==> config.mk <==
export PLATFORM = sky130hd
export DESIGN_NAME = catcore_cmd_dispatch
export DESIGN_NICKNAME = d
export VERILOG_FILES = /design/src/rtl/catcore_pkg.sv /design/src/rtl/catcore_resp_fifo.sv /design/src/rtl/catcore_cmd_dispatch.sv
export SDC_FILE = /design/constraint.sdc
export NUM_CORES = 1
export LEC_CHECK = 0
export BUFFER_PORTS_ARGS = -buffer_cell sky130_fd_sc_hd__buf_4
export CORE_ASPECT_RATIO = 2
export CORE_MARGIN = 2
export CORE_UTILIZATION = 35
export CTS_BUF_LIST = sky130_fd_sc_hd__clkbuf_16
export DETAILED_ROUTE_END_ITERATION = 12
export GPL_TIMING_DRIVEN = 0
export PLACE_DENSITY = 0.56
export SLEW_MARGIN = 20
export SYNTH_ARGS = -nofsm -noshare
export SYNTH_HDL_FRONTEND = slang
export SYNTH_SLANG_ARGS = --single-unit
==> constraint.sdc <==
create_clock -name clk -period 2.4 [get_ports clk]
set_clock_uncertainty 0.1 [all_clocks]
set_input_delay 0.48 -clock clk [delete_from_list [all_inputs] [get_ports clk]]
set_output_delay 0.48 -clock clk [all_outputs]
set_load 0.03 [all_outputs]
==> src/rtl/catcore_pkg.sv <==
// Shared command bytes, response status codes and dispatcher FSM states
// for the CatCore badge UART command path.
package catcore_pkg;

  localparam logic [7:0] CMD_LED      = 8'h41;  // "A"
  localparam logic [7:0] CMD_STATUS   = 8'h40;  // "@"
  localparam logic [7:0] CMD_CH_BASE  = 8'h30;  // "0"
  localparam logic [7:0] LED_ALL      = 8'h60;  // grave accent
  localparam logic [7:0] LED_SET_BASE = 8'h61;  // "a"

  localparam logic [7:0] STS_OK     = 8'h4B;  // "K"
  localparam logic [7:0] STS_DENIED = 8'h44;  // "D"
  localparam logic [7:0] STS_ERR    = 8'h45;  // "E"

  typedef enum logic [1:0] {
    ST_IDLE,
    ST_CHECK,
    ST_DISPATCH,
    ST_RESPOND
  } state_t;

  function automatic logic [7:0] sat_inc(input logic [7:0] v);
    return (v == 8'hFF) ? v : v + 8'd1;
  endfunction

endpackage

==> src/rtl/catcore_resp_fifo.sv <==
// Response frame FIFO; the head is shown combinationally and forced to zero
// while empty so the TX side never sees stale data.
module catcore_resp_fifo #(
  parameter int W     = 144,
  parameter int DEPTH = 4
) (
  input  logic         clk,
  input  logic         nreset,
  input  logic         push,
  input  logic [W-1:0] push_data,
  output logic         push_rdy,
  input  logic         pop,
  output logic         head_v,
  output logic [W-1:0] head_data
);

  localparam int AW = $clog2(DEPTH);
  localparam logic [AW:0] FULL_CNT = (AW+1)'(DEPTH);

  logic [W-1:0]  mem [DEPTH];
  logic [AW-1:0] rd_ptr_reg, wr_ptr_reg;
  logic [AW:0]   count_reg;
  logic          empty, full, do_pop, do_push;

  assign empty    = (count_reg == '0);
  assign full     = (count_reg == FULL_CNT);
  assign do_pop   = pop & ~empty;
  // A pop frees the slot the simultaneous push lands in.
  assign push_rdy = ~full | do_pop;
  assign do_push  = push & push_rdy;

  always_ff @(posedge clk) begin
    if (do_push) mem[wr_ptr_reg] <= push_data;
  end

  always_ff @(posedge clk or negedge nreset) begin
    if (!nreset) begin
      rd_ptr_reg <= '0;
      wr_ptr_reg <= '0;
      count_reg  <= '0;
    end else begin
      if (do_push) wr_ptr_reg <= wr_ptr_reg + AW'(1);
      if (do_pop)  rd_ptr_reg <= rd_ptr_reg + AW'(1);
      case ({do_push, do_pop})
        2'b10:   count_reg <= count_reg + (AW+1)'(1);
        2'b01:   count_reg <= count_reg - (AW+1)'(1);
        default: count_reg <= count_reg;
      endcase
    end
  end

  assign head_v    = ~empty;
  assign head_data = empty ? '0 : mem[rd_ptr_reg];

endmodule

==> src/rtl/catcore_cmd_dispatch.sv <==
// UART command-frame dispatcher: validates frames, drives the LED status
// register, forwards channel commands and queues response frames.
module catcore_cmd_dispatch
  import catcore_pkg::*;
#(
  parameter int         FRAME_BYTES = 18,
  parameter int         LED_WIDTH   = 8,
  parameter int         NUM_CH      = 4,
  parameter logic [7:0] PRIV_MASK   = 8'b0000_1000,
  parameter int         RESP_DEPTH  = 4
) (
  input  logic                        clk,
  input  logic                        nreset,
  input  logic [FRAME_BYTES*8-1:0]    frame_i,
  input  logic                        frame_v_i,
  input  logic                        dev_unlock_i,
  output logic                        busy_o,
  output logic [NUM_CH-1:0]           ch_v_o,
  output logic [(FRAME_BYTES-2)*8-1:0] ch_payload_o,
  input  logic [NUM_CH-1:0]           ch_rdy_i,
  output logic                        tx_v_o,
  output logic [FRAME_BYTES*8-1:0]    tx_frame_o,
  input  logic                        tx_rdy_i,
  output logic [LED_WIDTH-1:0]        led_o,
  output logic [7:0]                  err_cnt_o,
  output logic [7:0]                  drop_cnt_o
);

  localparam int FW = FRAME_BYTES * 8;
  localparam int PW = (FRAME_BYTES - 2) * 8;

  state_t               state_reg;
  logic [FW-1:0]        frame_reg, resp_reg, resp_base, snap_bits;
  logic [LED_WIDTH-1:0] led_reg, led_next, clr_hit, set_hit;
  logic [NUM_CH-1:0]    ch_hit, ch_v_reg;
  logic [PW-1:0]        payload_reg;
  logic [7:0]           err_reg, drop_reg, cmd, arg, end_byte;
  logic                 is_ch, priv_block, ch_accept, push, push_rdy, pop;

  assign cmd      = frame_reg[7:0];
  assign arg      = frame_reg[15:8];
  assign end_byte = frame_reg[FW-1 -: 8];

  // Per-bit LED decode: "A"+i clears bit i, "a"+i sets bit i.
  generate
    for (genvar gi = 0; gi < LED_WIDTH; gi++) begin : g_led
      assign clr_hit[gi] = (arg == CMD_LED + 8'(gi));
      assign set_hit[gi] = (arg == LED_SET_BASE + 8'(gi));
    end
    for (genvar gi = 0; gi < NUM_CH; gi++) begin : g_ch
      assign ch_hit[gi] = (cmd == CMD_CH_BASE + 8'(gi));
    end
  endgenerate

  assign is_ch      = |ch_hit;
  assign priv_block = (|(ch_hit & PRIV_MASK[NUM_CH-1:0])) & ~dev_unlock_i;
  assign ch_accept  = |(ch_v_reg & ch_rdy_i);

  always_comb begin
    if (arg == LED_ALL) led_next = '1;
    else                led_next = (led_reg & ~clr_hit) | set_hit;
  end

  always_comb begin
    resp_base           = '0;
    resp_base[7:0]      = cmd;
    resp_base[FW-1 -: 8] = cmd;
  end

  always_comb begin
    snap_bits                  = '0;
    snap_bits[16 +: LED_WIDTH] = led_reg;
    snap_bits[31:24]           = err_reg;
    snap_bits[39:32]           = drop_reg;
  end

  function automatic logic [FW-1:0] with_status(input logic [FW-1:0] base,
                                                input logic [7:0]    st);
    with_status        = base;
    with_status[15:8]  = st;
  endfunction

  assign push = (state_reg == ST_RESPOND);
  assign pop  = tx_v_o & tx_rdy_i;

  always_ff @(posedge clk or negedge nreset) begin
    if (!nreset) begin
      state_reg   <= ST_IDLE;
      frame_reg   <= '0;
      resp_reg    <= '0;
      led_reg     <= '1;
      ch_v_reg    <= '0;
      payload_reg <= '0;
      err_reg     <= '0;
      drop_reg    <= '0;
    end else begin
      if (frame_v_i && state_reg != ST_IDLE) drop_reg <= sat_inc(drop_reg);
      case (state_reg)
        ST_IDLE: begin
          if (frame_v_i) begin
            frame_reg <= frame_i;
            state_reg <= ST_CHECK;
          end
        end
        ST_CHECK: begin
          if (end_byte != cmd) begin
            err_reg   <= sat_inc(err_reg);
            state_reg <= ST_IDLE;
          end else if (cmd == CMD_LED) begin
            led_reg   <= led_next;
            resp_reg  <= with_status(resp_base, STS_OK);
            state_reg <= ST_RESPOND;
          end else if (cmd == CMD_STATUS) begin
            // Counters and LEDs are snapshotted here, not at push time.
            resp_reg  <= with_status(resp_base, STS_OK) | snap_bits;
            state_reg <= ST_RESPOND;
          end else if (is_ch && priv_block) begin
            resp_reg  <= with_status(resp_base, STS_DENIED);
            state_reg <= ST_RESPOND;
          end else if (is_ch) begin
            ch_v_reg    <= ch_hit;
            payload_reg <= frame_reg[FW-9:8];
            resp_reg    <= with_status(resp_base, STS_OK);
            state_reg   <= ST_DISPATCH;
          end else begin
            err_reg   <= sat_inc(err_reg);
            resp_reg  <= with_status(resp_base, STS_ERR);
            state_reg <= ST_RESPOND;
          end
        end
        ST_DISPATCH: begin
          if (ch_accept) begin
            ch_v_reg  <= '0;
            state_reg <= ST_RESPOND;
          end
        end
        ST_RESPOND: begin
          if (push_rdy) state_reg <= ST_IDLE;
        end
        default: state_reg <= ST_IDLE;
      endcase
    end
  end

  catcore_resp_fifo #(
    .W     (FW),
    .DEPTH (RESP_DEPTH)
  ) u_resp_fifo (
    .clk       (clk),
    .nreset    (nreset),
    .push      (push),
    .push_data (resp_reg),
    .push_rdy  (push_rdy),
    .pop       (pop),
    .head_v    (tx_v_o),
    .head_data (tx_frame_o)
  );

  assign busy_o       = (state_reg != ST_IDLE);
  assign ch_v_o       = ch_v_reg;
  assign ch_payload_o = payload_reg;
  assign led_o        = led_reg;
  assign err_cnt_o    = err_reg;
  assign drop_cnt_o   = drop_reg;

endmodule
==> run metrics, run 1 <==
Reg area=13000 um2; total core area=approximately 56000 um2; top cell type's share of synthesized area=between 40% and 50%; synthesized area per cell=15.3 um2; layout filler cell count=5077; Most Used Layer, Global Route=met2; most used cells in the layout excluding fill and tap cells=431 x sky130_fd_sc_hd__buf_4, 329 x sky130_fd_sc_hd__dfrtp_1, 266 x sky130_fd_sc_hd__mux2_2; Max Freq=0.361 GHz; Max-slew headroom=between 50% and 60%; number of maximum-capacitance constraint violations=0; Tcrit/Tclk final=115%; overall power consumption=~0.027 W; commonest register cell after synthesis=sky130_fd_sc_hd__dfrtp_1; DRC violation count after routing=0; Synth Area in Compound Gates=around 1.6%; slew of the pin with the lowest slew margin=around 0.63 ns; number of buffers inserted during clock tree synthesis=46; DRC marker count from the first detailed-route iteration=436; number of flip-flops and latches in the synthesized netlist=around 490; final hold slack=~0.032 ns; fraction of power consumed by combinational cells=about 30%; top-level I/O count=~460; clock-pin slew reported for the worst setup and hold paths after clock tree synthesis=around 0.070 ns; CP Data Arrival Time=approximately 2.2 ns; TritonCTS sink count=about 500; minimum period implied by the final worst setup slack=approximately 2.8 ns; Fin. Hold Viols=0; Layout area overhead=34.9%; CTS tree=done; number of levels the H-tree was split into=2; DRT Pass-1 Iters=6; Final Max Slew Viols=0; net switching power of the design=around 0.0082 W; sequential share of the synthesized area=65.5%; clock latency reported for the late side of the worst-skew pair=between 0.5 and 0.6 ns; Peak supply drop=about 0.59 mV; number of vias in the routed layout=roughly 12000; Critical Path Fanout Max=8; met1 routing resource usage after global routing=18.2%; HPWL after detailed placement=38600 um; origin of the critical flop-to-flop path=frame_reg[5]$_DFFE_PN0P_; number of warnings printed during yosys synthesis=0; outcome=finished, violations left; Rows=about 120; switching power as a share of total power=between 30% and 40%; critical path capture point=tx_frame_o[141]; part of the power in registers=between 40% and 50%; Critical Setup Path Class=register to primary output; placer congestion estimate=~0.81; combinational family with the most area after synthesis=multiplexers; share of synthesized area spent on multiplexers=about a fifth; worst reg2reg setup slack=-0.06 ns; capturing point of the worst reg2reg path=led_o[0]$_DFFE_PN1P_; die area=roughly 59000 um2; startpoint of the most critical setup path=u_resp_fifo.rd_ptr_reg[0]$_DFFE_PN0P_; number of cells on the worst reg-to-reg path=5; kind of start point of the critical path=register; area share of fa/ha/maj cells after synthesis=0.481%; top post-synthesis cells by area=sky130_fd_sc_hd__dfrtp_1 43%, sky130_fd_sc_hd__edfxtp_1 22%, sky130_fd_sc_hd__mux2_2 15%; power density cells=996 nW/um2; starting density of the core=approximately a third; required arrival time at the worst endpoint=~1.8 ns; routed via count divided by cell count=4.61; quantity of I/O buffers inserted on ports=354; Bufs on Longest Clock Path=3; library cells used by synthesis=54; antenna violations before repair=5; unrepaired setup endpoints after global routing=true; share of cells above drive strength 1=54.2%; number of nets in the finished design=2000; summed instance area of the synthesized netlist=about 20000 um2; count of inserted antenna diode cells=0; Post-Synth XOR/XNOR Area=under 10%; type of destination of the critical path=primary output; post-detailed-route count of antenna-violating nets=0; root buffer cell=sky130_fd_sc_hd__clkbuf_16; M3 GR Usage=under 10%; most common library cell in the layout ignoring fill and taps=sky130_fd_sc_hd__buf_4; vias in the first global route=~13000; aggregate routed wire length=53300 um; fraction of power consumed by the clock network=27.7%; crit path setup slack, layout=-0.369 ns; final standard cell utilization of the core=around 48%; library cell occupying the most area in the post-synthesis netlist=sky130_fd_sc_hd__dfrtp_1; drt wl/cell=between 20 and 25 um; setup tns final=-13.74 ns; simple-gate share of the synthesized area=between 6 and 7%; type of the most critical hold path=input pin to register; Synth Instances=between 1000 and 1500; internal power of the cells=0.0183 W; wire length of the first global-routing pass=79600 um; largest net degree at the start of global routing=between 90 and 100; Die Span Y=340 um; global-route met2 utilization=between 30% and 40%; leakage power summed over all cells=between 10 and 15 nW; die boundary width=172 um; number of flops mapped to enable cells by yosys=between 100 and 150; grt total ovfl=0; failing checks=negative setup slack; Synth async-reset ratio=a little over two thirds; endpoints failing setup=48; total area of multi-input combinational cells=roughly 6400 um2; global-route usage over all layers=a little under a fifth
[kinds of logic (layout without fill, tap and decap cells)]
group,Yosys count,in the layout
xor+xnor,28,28
buf+inv,176,662
other cells,1,99
simple gates,236,239
fa+ha+maj,7,7
compound gates,46,46
flops,489,489
mux,307,307
[synth_stat cells (6+ instances only)]
master	number
sky130_fd_sc_hd__buf_2	13
sky130_fd_sc_hd__mux4_2	36
sky130_fd_sc_hd__nand4_1	10
sky130_fd_sc_hd__nand2_1	94
sky130_fd_sc_hd__ha_1	6
sky130_fd_sc_hd__mux2_2	271
sky130_fd_sc_hd__nand3_1	36
sky130_fd_sc_hd__xnor2_1	22
sky130_fd_sc_hd__o21ai_0	13
sky130_fd_sc_hd__dfstp_2	8
sky130_fd_sc_hd__inv_1	10
sky130_fd_sc_hd__nor3_1	6
sky130_fd_sc_hd__clkbuf_1	36
sky130_fd_sc_hd__dfrtp_1	337
sky130_fd_sc_hd__buf_4	108
sky130_fd_sc_hd__xor2_1	6
sky130_fd_sc_hd__nor2_1	17
sky130_fd_sc_hd__buf_1	9
sky130_fd_sc_hd__and2_1	40
sky130_fd_sc_hd__edfxtp_1	144
[layout make-up]
type,count,share of cell area [%]
Buffer,163,5.26
Clock buffer,47,4.41
Clock inverter,38,1.17
Inverter,10,0.141
Multi-Input combinational cell,726,24.1
Sequential cell,489,48.6
Tap cell,750,3.52
Timing Repair Buffer,404,12.8
[metal layers]
| metal | wire length [um] | part of all wire [%] | vias up |
|---|---|---|---|
| met5 | 62 | 0.12 | - |
| met4 | 1480 | 2.8 | 10 |
| met3 | 4390 | 8.2 | 76 |
| met2 | 29700 | 56 | 452 |
| met1 | 17800 | 33 | 6080 |
| li1 | - | - | 5490 |
[worst max-delay path, stage by stage (launching register included)]
cell and delay [ns]:
sky130_fd_sc_hd__dfrtp_2 0.41, sky130_fd_sc_hd__buf_12 0.14, sky130_fd_sc_hd__buf_12 0.14, sky130_fd_sc_hd__mux4_2 0.53
sky130_fd_sc_hd__and2_4 0.17, sky130_fd_sc_hd__buf_6 0.11, sky130_fd_sc_hd__buf_6 0.12
[how the worst min path moves through the flow]
stage / cells past startpoint / startpoint / slack, ns / to
global placement: 2 / led_o[1]$_DFFE_PN1P_ / 0.38 / led_o[1]$_DFFE_PN1P_
CTS: 2 / frame_i[122] / 0.0003 / frame_reg[122]$_DFFE_PN0P_
detailed placement: 2 / led_o[1]$_DFFE_PN1P_ / 0.38 / led_o[1]$_DFFE_PN1P_
finish: 2 / frame_i[7] / 0.03 / frame_reg[7]$_DFFE_PN0P_
floorplan: 0 / nreset / 0.08 / async pin
global route: 2 / frame_i[32] / 0.01 / frame_reg[32]$_DFFE_PN0P_
[stage by stage]
step	area (um2)	setup slack (ns)	std cells
CTS	26500	-0.417	2622
finish	26700	-0.369	2627
detailed placement	23900	-1.38	2495
global route	26700	-0.424	2627
floorplan	20200	0.0101	1388
global placement	23800	-2.62	2492
[what timing repair did]
item | CTS | global route
buffers inserted | 21 | 7
pin swaps | 14 | 6
gates cloned | 5 | 1
endpoints found under the setup margin | 512 | 235
hold endpoints to repair | 76 | 0
gates resized for setup | 228 | 56
hold buffers | 18 | 0
[power groups by stage]
| stage | Combinational, W | Sequential [W] | Clock (W) |
|---|---|---|---|
| 2_1_floorplan | 0.00450 | 0.0112 | 0 |
| 3_3_place_gp | 0.00657 | 0.0113 | 0 |
| 3_5_place_dp | 0.00672 | 0.0114 | 0 |
| 4_1_cts | 0.00793 | 0.0113 | 0.00759 |
| 5_1_grt | 0.00850 | 0.0115 | 0.00787 |
| 6_report | 0.00791 | 0.0113 | 0.00735 |
Note: power is estimated with default switching activity, not from simulation.
==> run 2: changes to the inputs <==
- ABC_AREA: not set -> 1
==> run 2 against run 1 <==
  * The flow still finishes with violations (negative setup slack)
  * Design area is 0.64% higher
  * Sequential power is 5% lower
  * Die area is 4.1% higher
  * Worst hold slack better by 0.011 ns
  * Via count is 28% higher
  * Highest routed layer unchanged
==> run metrics, run 2 <==
clock-pin slew reported for the worst setup and hold paths after clock tree synthesis=0.07 ns (about the same); commonest register cell after synthesis=sky130_fd_sc_hd__dfrtp_1; root buffer cell=sky130_fd_sc_hd__clkbuf_16; die area=60900 um2 (+4.1%); required arrival time at the worst endpoint=1.82 ns (about the same); outcome=finished, violations left; Fin. Hold Viols=0 (unchanged); aggregate routed wire length=62300 um (+17%); internal power of the cells=0.0176 W (-4.0%); largest net degree at the start of global routing=92 (-7.1%); failing checks=negative setup slack; library cells used by synthesis=36 (-33%); Max Freq=0.377 GHz (+4.5%); Setup Slack @ Placement=-0.487 ns (+0.892 ns); number of flip-flops and latches in the synthesized netlist=489 (unchanged); most used cells in the layout excluding fill and tap cells=462 x sky130_fd_sc_hd__buf_4, 337 x sky130_fd_sc_hd__dfrtp_1, 310 x sky130_fd_sc_hd__nor2_1; Peak supply drop=0.636 mV (+7.8%); DRT Pass-1 Iters=7 (+1); Critical Path Fanout Max=10 (+2); fraction of power consumed by combinational cells=36.5% (+6.7 points); quantity of I/O buffers inserted on ports=355 (+0.28%); capturing point of the worst reg2reg path=resp_reg[20]$_DFFE_PN0P_; number of vias in the routed layout=15467 (+28%); number of warnings printed during yosys synthesis=0 (unchanged); switching power as a share of total power=37.0% (+6.0 points); Post-Place Cell Area=24800 um2 (+4.1%); top post-synthesis cells by area=sky130_fd_sc_hd__dfrtp_1 41%, sky130_fd_sc_hd__edfxtp_1 21%, sky130_fd_sc_hd__nor2_1 5.8%; sequential share of the synthesized area=62.9% (-2.6 points); number of flops mapped to enable cells by yosys=144 (unchanged); DRC violation count after routing=0 (unchanged); Synth async-reset ratio=70.6% (unchanged); Critical Setup Path Class=register to primary output; endpoints failing setup=45 (-6.3%); part of the power in registers=38.4% (-4.2 points); leakage power summed over all cells=13.2 nW (+5.3%); starting density of the core=35.4% (+0.096 points); DRC marker count from the first detailed-route iteration=751 (+72%); Bufs on Longest Clock Path=3 (unchanged); routed via count divided by cell count=4.65 (+0.99%); Synth Area in Compound Gates=12.6% (+11 points); vias in the first global route=15922 (+20%); Max-slew headroom=52.4% (-5.6 points); synthesized area per cell=10.3 um2 (-33%); top-level I/O count=455 (unchanged); top cell type's share of synthesized area=40.9% (-1.7 points); type of destination of the critical path=primary output; Synth Instances=2003 (+55%); type of the most critical hold path=input pin to register; antenna violations before repair=7 (+2); commonest cells in the netlist=337 x sky130_fd_sc_hd__dfrtp_1, 320 x sky130_fd_sc_hd__nor2_1, 282 x sky130_fd_sc_hd__nand2_1, 180 x sky130_fd_sc_hd__a21oi_1, 177 x sky130_fd_sc_hd__inv_1; Rows=125 (+1.6%); share of synthesized area spent on multiplexers=0.219% (-19 points); Die Span Y=347 um (+2.0%); Post-Synth XOR/XNOR Area=0.850% (-0.39 points); simple-gate share of the synthesized area=12.8% (+6.6 points); wire length of the first global-routing pass=94400 um (+19%); number of levels the H-tree was split into=2 (unchanged); share of cells above drive strength 1=31.4% (-23 points); worst reg2reg setup slack=0.12 ns (+0.18 ns); net switching power of the design=0.0103 W (+25%); startpoint of the most critical setup path=u_resp_fifo.rd_ptr_reg[0]$_DFFE_PN0P_; global-route usage over all layers=20.3% (+2.1 points); most common library cell in the layout ignoring fill and taps=sky130_fd_sc_hd__buf_4; power density cells=1040 nW/um2 (+4.5%); grt total ovfl=0 (unchanged); TritonCTS sink count=489 (unchanged); CTS tree=done; setup tns final=-6.18 ns (+7.56 ns); Final Max Slew Viols=0 (unchanged); Layout area overhead=30.3%; number of nets in the finished design=2689 (+34%); fraction of power consumed by the clock network=25.2% (-2.5 points); number of cells on the worst reg-to-reg path=11 (+6); crit path setup slack, layout=-0.250 ns (+0.118 ns); unrepaired setup endpoints after global routing=true; clock latency reported for the late side of the worst-skew pair=0.58 ns (about the same); summed instance area of the synthesized netlist=20600 um2 (+4.1%); leading cell type by number of instances after synthesis=sky130_fd_sc_hd__dfrtp_1; drt wl/cell=18.7 um (-7.8%); library cell occupying the most area in the post-synthesis netlist=sky130_fd_sc_hd__dfrtp_1; kind of start point of the critical path=register; Non-Filler Cell Area, Final=26900 um2 (+0.64%); HPWL after detailed placement=47100 um (+22%); Tcrit/Tclk final=110% (-4.9 points); minimum period implied by the final worst setup slack=2.65 ns (-0.118 ns); total core area=58200 um2 (+3.9%); slew of the pin with the lowest slew margin=0.714 ns (+0.0833 ns); placer congestion estimate=0.811 (-0.32%); origin of the critical flop-to-flop path=frame_reg[0]$_DFFE_PN0P_; combinational family with the most area after synthesis=simple AND/OR/NAND/NOR gates; area share of fa/ha/maj cells after synthesis=0.461% (-0.019 points); critical path capture point=tx_frame_o[140]; number of maximum-capacitance constraint violations=0 (unchanged); hold_sp=frame_i[89]; number of buffers inserted during clock tree synthesis=45 (-2.2%); post-detailed-route count of antenna-violating nets=0 (unchanged); CP Data Arrival Time=2.07 ns (-0.12 ns); die boundary width=176 um (+2.0%); final hold slack=0.0432 ns (+0.0108 ns)
==> run 2: timing repair <==
item	in CTS	in global routing
gates resized for setup	139	28
hold endpoints to repair	90	0
buffers inserted	14	4
hold buffers	1	0
pin swaps	21	9
endpoints found under the setup margin	167	96
==> run 2: layer usage <==
layer	share of wire (%)	GRT usage (%)
met4	3.1	7.12
met3	8.8	6.45
met5	0.13	0
met2	53	37.5
met1	35	21.5
==> run 2: cell type report <==
cell class	count	area [um2]
multi-input cells	1225	6030
plain buffers	202	1680
diodes	2	5.00
clock inverters	29	208
fillers	5522	31300
inverters	185	707
well taps	762	953
flip-flops and latches	489	13000
repair buffers	381	3110
clock buffers	48	1200
==> run 2: per-stage QoR <==
stage	instances	power (W)	util, %
after floorplan	2101	0.0168	-
after global placement	3218	0.0199	42.3
after detailed placement	3225	0.0202	42.7
after CTS	3317	0.0282	46.0
after global routing	3321	0.0295	46.2
final	3323	0.0279	46.2
==> run 2: worst max-delay path, stage by stage, from the launching register on <==
cell and delay, ns:
sky130_fd_sc_hd__dfrtp_1 0.40, sky130_fd_sc_hd__buf_4 0.15, sky130_fd_sc_hd__clkinv_4 0.12, sky130_fd_sc_hd__clkbuf_8 0.19, sky130_fd_sc_hd__o21ai_0 0.11, sky130_fd_sc_hd__a21oi_2 0.24, sky130_fd_sc_hd__buf_4 0.15, sky130_fd_sc_hd__buf_6 0.12
==> run 2: worst min-delay path by stage <==
| stage | depth (start not counted) | slack (ns) | to |
|---|---|---|---|
| CTS | 2 | 0.02 | frame_reg[139]$_DFFE_PN0P_ |
| global placement | 2 | 0.37 | ch_payload_o[54]$_DFFE_PN0P_ |
| floorplan | 0 | 0.08 | async pin |
| global route | 2 | 0.02 | frame_reg[139]$_DFFE_PN0P_ |
| detailed placement | 2 | 0.37 | ch_payload_o[6]$_DFFE_PN0P_ |
| finish | 3 | 0.04 | frame_reg[89]$_DFFE_PN0P_ |
==> run 2: cell families after synthesis <==
family,after synthesis
and+or+nand+nor,669
muxes,4
DFF,489
buffers and inverters,387
other,1
adders and majority gates,7
AOI/OAI and AO/OA,426
xor gates and xnor gates,20
==> run 2: power by group through the flow <==
stage	clock network (W)	logic, W	registers [W]
floorplan	0	0.00596	0.0109
global placement	0	0.00910	0.0108
detailed placement	0	0.00935	0.0109
CTS	0.00719	0.0103	0.0107
global route	0.00746	0.0112	0.0109
finish	0.00703	0.0102	0.0107
==> run 3: changes to the inputs <==
- GPL_TIMING_DRIVEN: 0 -> not set
- SKIP_LAST_GASP: not set -> 1
- SLEW_MARGIN: 20 -> not set
==> run 3 against run 2 <==
  * The flow still finishes with violations (negative setup slack)
  * Wire length decreased by 11%
  * Cell count decreased by 4.6%
  * Sequential share of layout area increased by 1.9 points
  * Global-route usage decreased by 2.5 points
  * Critical endpoint is now tx_frame_o[136]
  * Highest routed layer unchanged
==> run metrics, run 3 (synthesis gave the netlist of run 2 again) <==
number of maximum-capacitance constraint violations=0 (unchanged); failing checks=negative setup slack; cell family contributing the most delay on the critical path=buffers and inverters; Die Span Y=347 um (unchanged); Peak supply drop=0.662 mV (+4.0%); number of buffers and inverters on the critical path=3 (-2); wire length of the first global-routing pass=84600 um (-10%); number of levels the H-tree was split into=2 (unchanged); Layout area overhead=25.3%; TritonCTS sink count=489 (unchanged); Rows=125 (unchanged); endpoints failing setup=44 (-2.2%); origin of the critical flop-to-flop path=frame_reg[0]$_DFFE_PN0P_; placer congestion estimate=0.837 (+3.2%); number of cells on the worst reg-to-reg path=10 (-1); required arrival time at the worst endpoint=1.82 ns (about the same); number of nets in the finished design=2532 (-5.8%); total core area=58200 um2 (unchanged); number of buffers inserted during clock tree synthesis=45 (unchanged); worst reg2reg setup slack=0.26 ns (+0.14 ns); unrepaired setup endpoints after global routing=true; Tcrit/Tclk final=107% (-3.0 points); Critical Setup Path Class=register to primary output; routed via count divided by cell count=4.63 (-0.49%); root buffer cell=sky130_fd_sc_hd__clkbuf_16; hold_sp=frame_i[70]; count of inserted antenna diode cells=0 (-2); HPWL after detailed placement=38700 um (-18%); type of the most critical hold path=input pin to register; die boundary width=176 um (unchanged); CTS tree=done; most prevalent standard cell on the critical path=sky130_fd_sc_hd__nor2_1; WHS Path Cells=3 (unchanged); DRC violation count after routing=0 (unchanged); die area=60900 um2 (unchanged); starting density of the core=35.4% (unchanged); Max-slew headroom=56.2% (+3.8 points); type of destination of the critical path=primary output; global-route usage over all layers=17.8% (-2.5 points); Fin. Hold Viols=0 (unchanged); cells traversed along the worst timing path=buf_6 -> clkbuf_16 -> nor2_1 -> nor2_1 -> o21ai_0 -> a21oi_2 -> buf_4; slew of the pin with the lowest slew margin=0.657 ns (-0.0570 ns); capturing point of the worst reg2reg path=ch_payload_o[95]$_DFFE_PN0P_; clock-pin slew reported for the worst setup and hold paths after clock tree synthesis=0.07 ns (about the same); number of vias in the routed layout=14683 (-5.1%); clock latency reported for the late side of the worst-skew pair=0.57 ns (about the same); outcome=finished, violations left; Critical Path Fanout Max=5 (-5); quantity of I/O buffers inserted on ports=355 (unchanged); power density cells=1070 nW/um2 (+2.7%); Post-Place Cell Area=24100 um2 (-3.0%); DRC marker count from the first detailed-route iteration=773 (+2.9%); CP Data Arrival Time=2.00 ns (-0.07 ns); Slowest Stage Delay on Critical Path=0.45 ns (+0.05 ns); antenna violations before repair=7 (unchanged); post-detailed-route count of antenna-violating nets=0 (unchanged); grt total ovfl=0 (unchanged); top-level I/O count=455 (unchanged); Non-Filler Cell Area, Final=25800 um2 (-3.9%); aggregate routed wire length=55500 um (-11%); slowest library cell on the worst path=sky130_fd_sc_hd__dfrtp_2; Worst Hold Path EP=frame_reg[70]$_DFFE_PN0P_; drt wl/cell=17.5 um (-6.5%); leakage power summed over all cells=12.5 nW (-5.3%); crit path setup slack, layout=-0.179 ns (+0.0715 ns); minimum period implied by the final worst setup slack=2.58 ns (-0.0715 ns); most common library cell in the layout ignoring fill and taps=sky130_fd_sc_hd__buf_4; Max Freq=0.388 GHz (+2.8%); share of cells above drive strength 1=27.6% (-3.8 points); DRT Pass-1 Iters=5 (-2); largest net degree at the start of global routing=71 (-23%); overall power consumption=0.0276 W (-1.2%); Bufs on Longest Clock Path=3 (unchanged); kind of start point of the critical path=register; Final Max Slew Viols=0 (unchanged); most used cells in the layout excluding fill and tap cells=385 x sky130_fd_sc_hd__buf_4, 336 x sky130_fd_sc_hd__dfrtp_1, 316 x sky130_fd_sc_hd__nor2_1; vias in the first global route=14897 (-6.4%)
[run 3: cell count changes in the layout (fill, tap and decap cells not counted), moves of 4 or more]
cell	previous run	this run
sky130_fd_sc_hd__o21ai_0	74	107
sky130_fd_sc_hd__buf_12	8	28
sky130_fd_sc_hd__clkbuf_1	11	0
sky130_fd_sc_hd__buf_1	6	0
sky130_fd_sc_hd__clkbuf_2	6	0
sky130_fd_sc_hd__clkbuf_8	10	0
sky130_fd_sc_hd__buf_2	16	0
sky130_fd_sc_hd__buf_4	462	385
sky130_fd_sc_hd__clkinv_1	8	4
sky130_fd_sc_hd__nor2_2	9	3
sky130_fd_sc_hd__nor2_1	310	316
sky130_fd_sc_hd__o21ai_1	45	12
sky130_fd_sc_hd__clkinvlp_4	2	6
sky130_fd_sc_hd__buf_6	51	3
[run 3: what timing repair did]
item / in CTS / in global routing
hold buffers: 1 / 0
buffers inserted: 0 / 1
resized for setup: 9 / 14
pin swaps: 1 / 4
gates cloned: 1 / 6
endpoints found under the hold margin: 52 / 0
endpoints found under the setup margin: 45 / 45
[run 3: how the worst max path moves through the flow]
| stage | startpoint | depth (start not counted) | to |
|---|---|---|---|
| final | u_resp_fifo.rd_ptr_reg[0]$_DFFE_PN0P_ | 7 | tx_frame_o[136] |
| after detailed placement | u_resp_fifo.rd_ptr_reg[1]$_DFFE_PN0P_ | 7 | tx_frame_o[17] |
| after global routing | u_resp_fifo.rd_ptr_reg[0]$_DFFE_PN0P_ | 7 | tx_frame_o[26] |
| after floorplan | tx_rdy_i | 4 | u_resp_fifo.mem[0][10]$_DFFE_PP_ |
| after global placement | u_resp_fifo.rd_ptr_reg[1]$_DFFE_PN0P_ | 7 | tx_frame_o[17] |
| after CTS | u_resp_fifo.rd_ptr_reg[0]$_DFFE_PN0P_ | 7 | tx_frame_o[17] |
[run 3: per-layer routing]
metal / part of all wire, % / up-vias / track usage (%) / wire length, um
met4: 3.6 / 14 / 5.65 / 2000
li1: - / 7015 / - / -
met5: 0.17 / - / 0 / 96
met1: 36 / 6992 / 19.7 / 20100
met2: 52 / 551 / 32.1 / 28600
met3: 8.5 / 111 / 5.84 / 4730
[run 3: final cells by class]
type,count,area (um2)
Fill cell,5600,32400
Inverter,185,699
Clock buffer,47,1180
Multi-Input combinational cell,1225,6020
Timing Repair Buffer,426,3670
Tap cell,762,953
Clock inverter,36,332
Sequential cell,489,13000
[run 3: report_power, final]
part	switching [W]	total, W	internal, W
logic	0.00619	0.00947	0.00328
registers	0.000747	0.0108	0.0100
clock network	0.00325	0.00737	0.00412
[run 3: through the flow]
stage	setup TNS [ns]	instances	hold slack, ns	worst slack [ns]	util, %
detailed placement	0	3078	0.369	0.224	41.4
global route	-8.82	3170	0.0349	-0.273	44.4
CTS	-6.65	3163	0.0186	-0.213	44.1
global placement	0	3078	0.367	0.279	41.4
floorplan	-65.98	2101	0.0844	-0.458	-
finish	-4.16	3170	0.0472	-0.179	44.4
[run 3: tightest hold or removal path, stage by stage]
cell and delay, ns:
sky130_fd_sc_hd__buf_4 0.07, sky130_fd_sc_hd__nor2_1 0.03, sky130_fd_sc_hd__a21oi_1 0.10
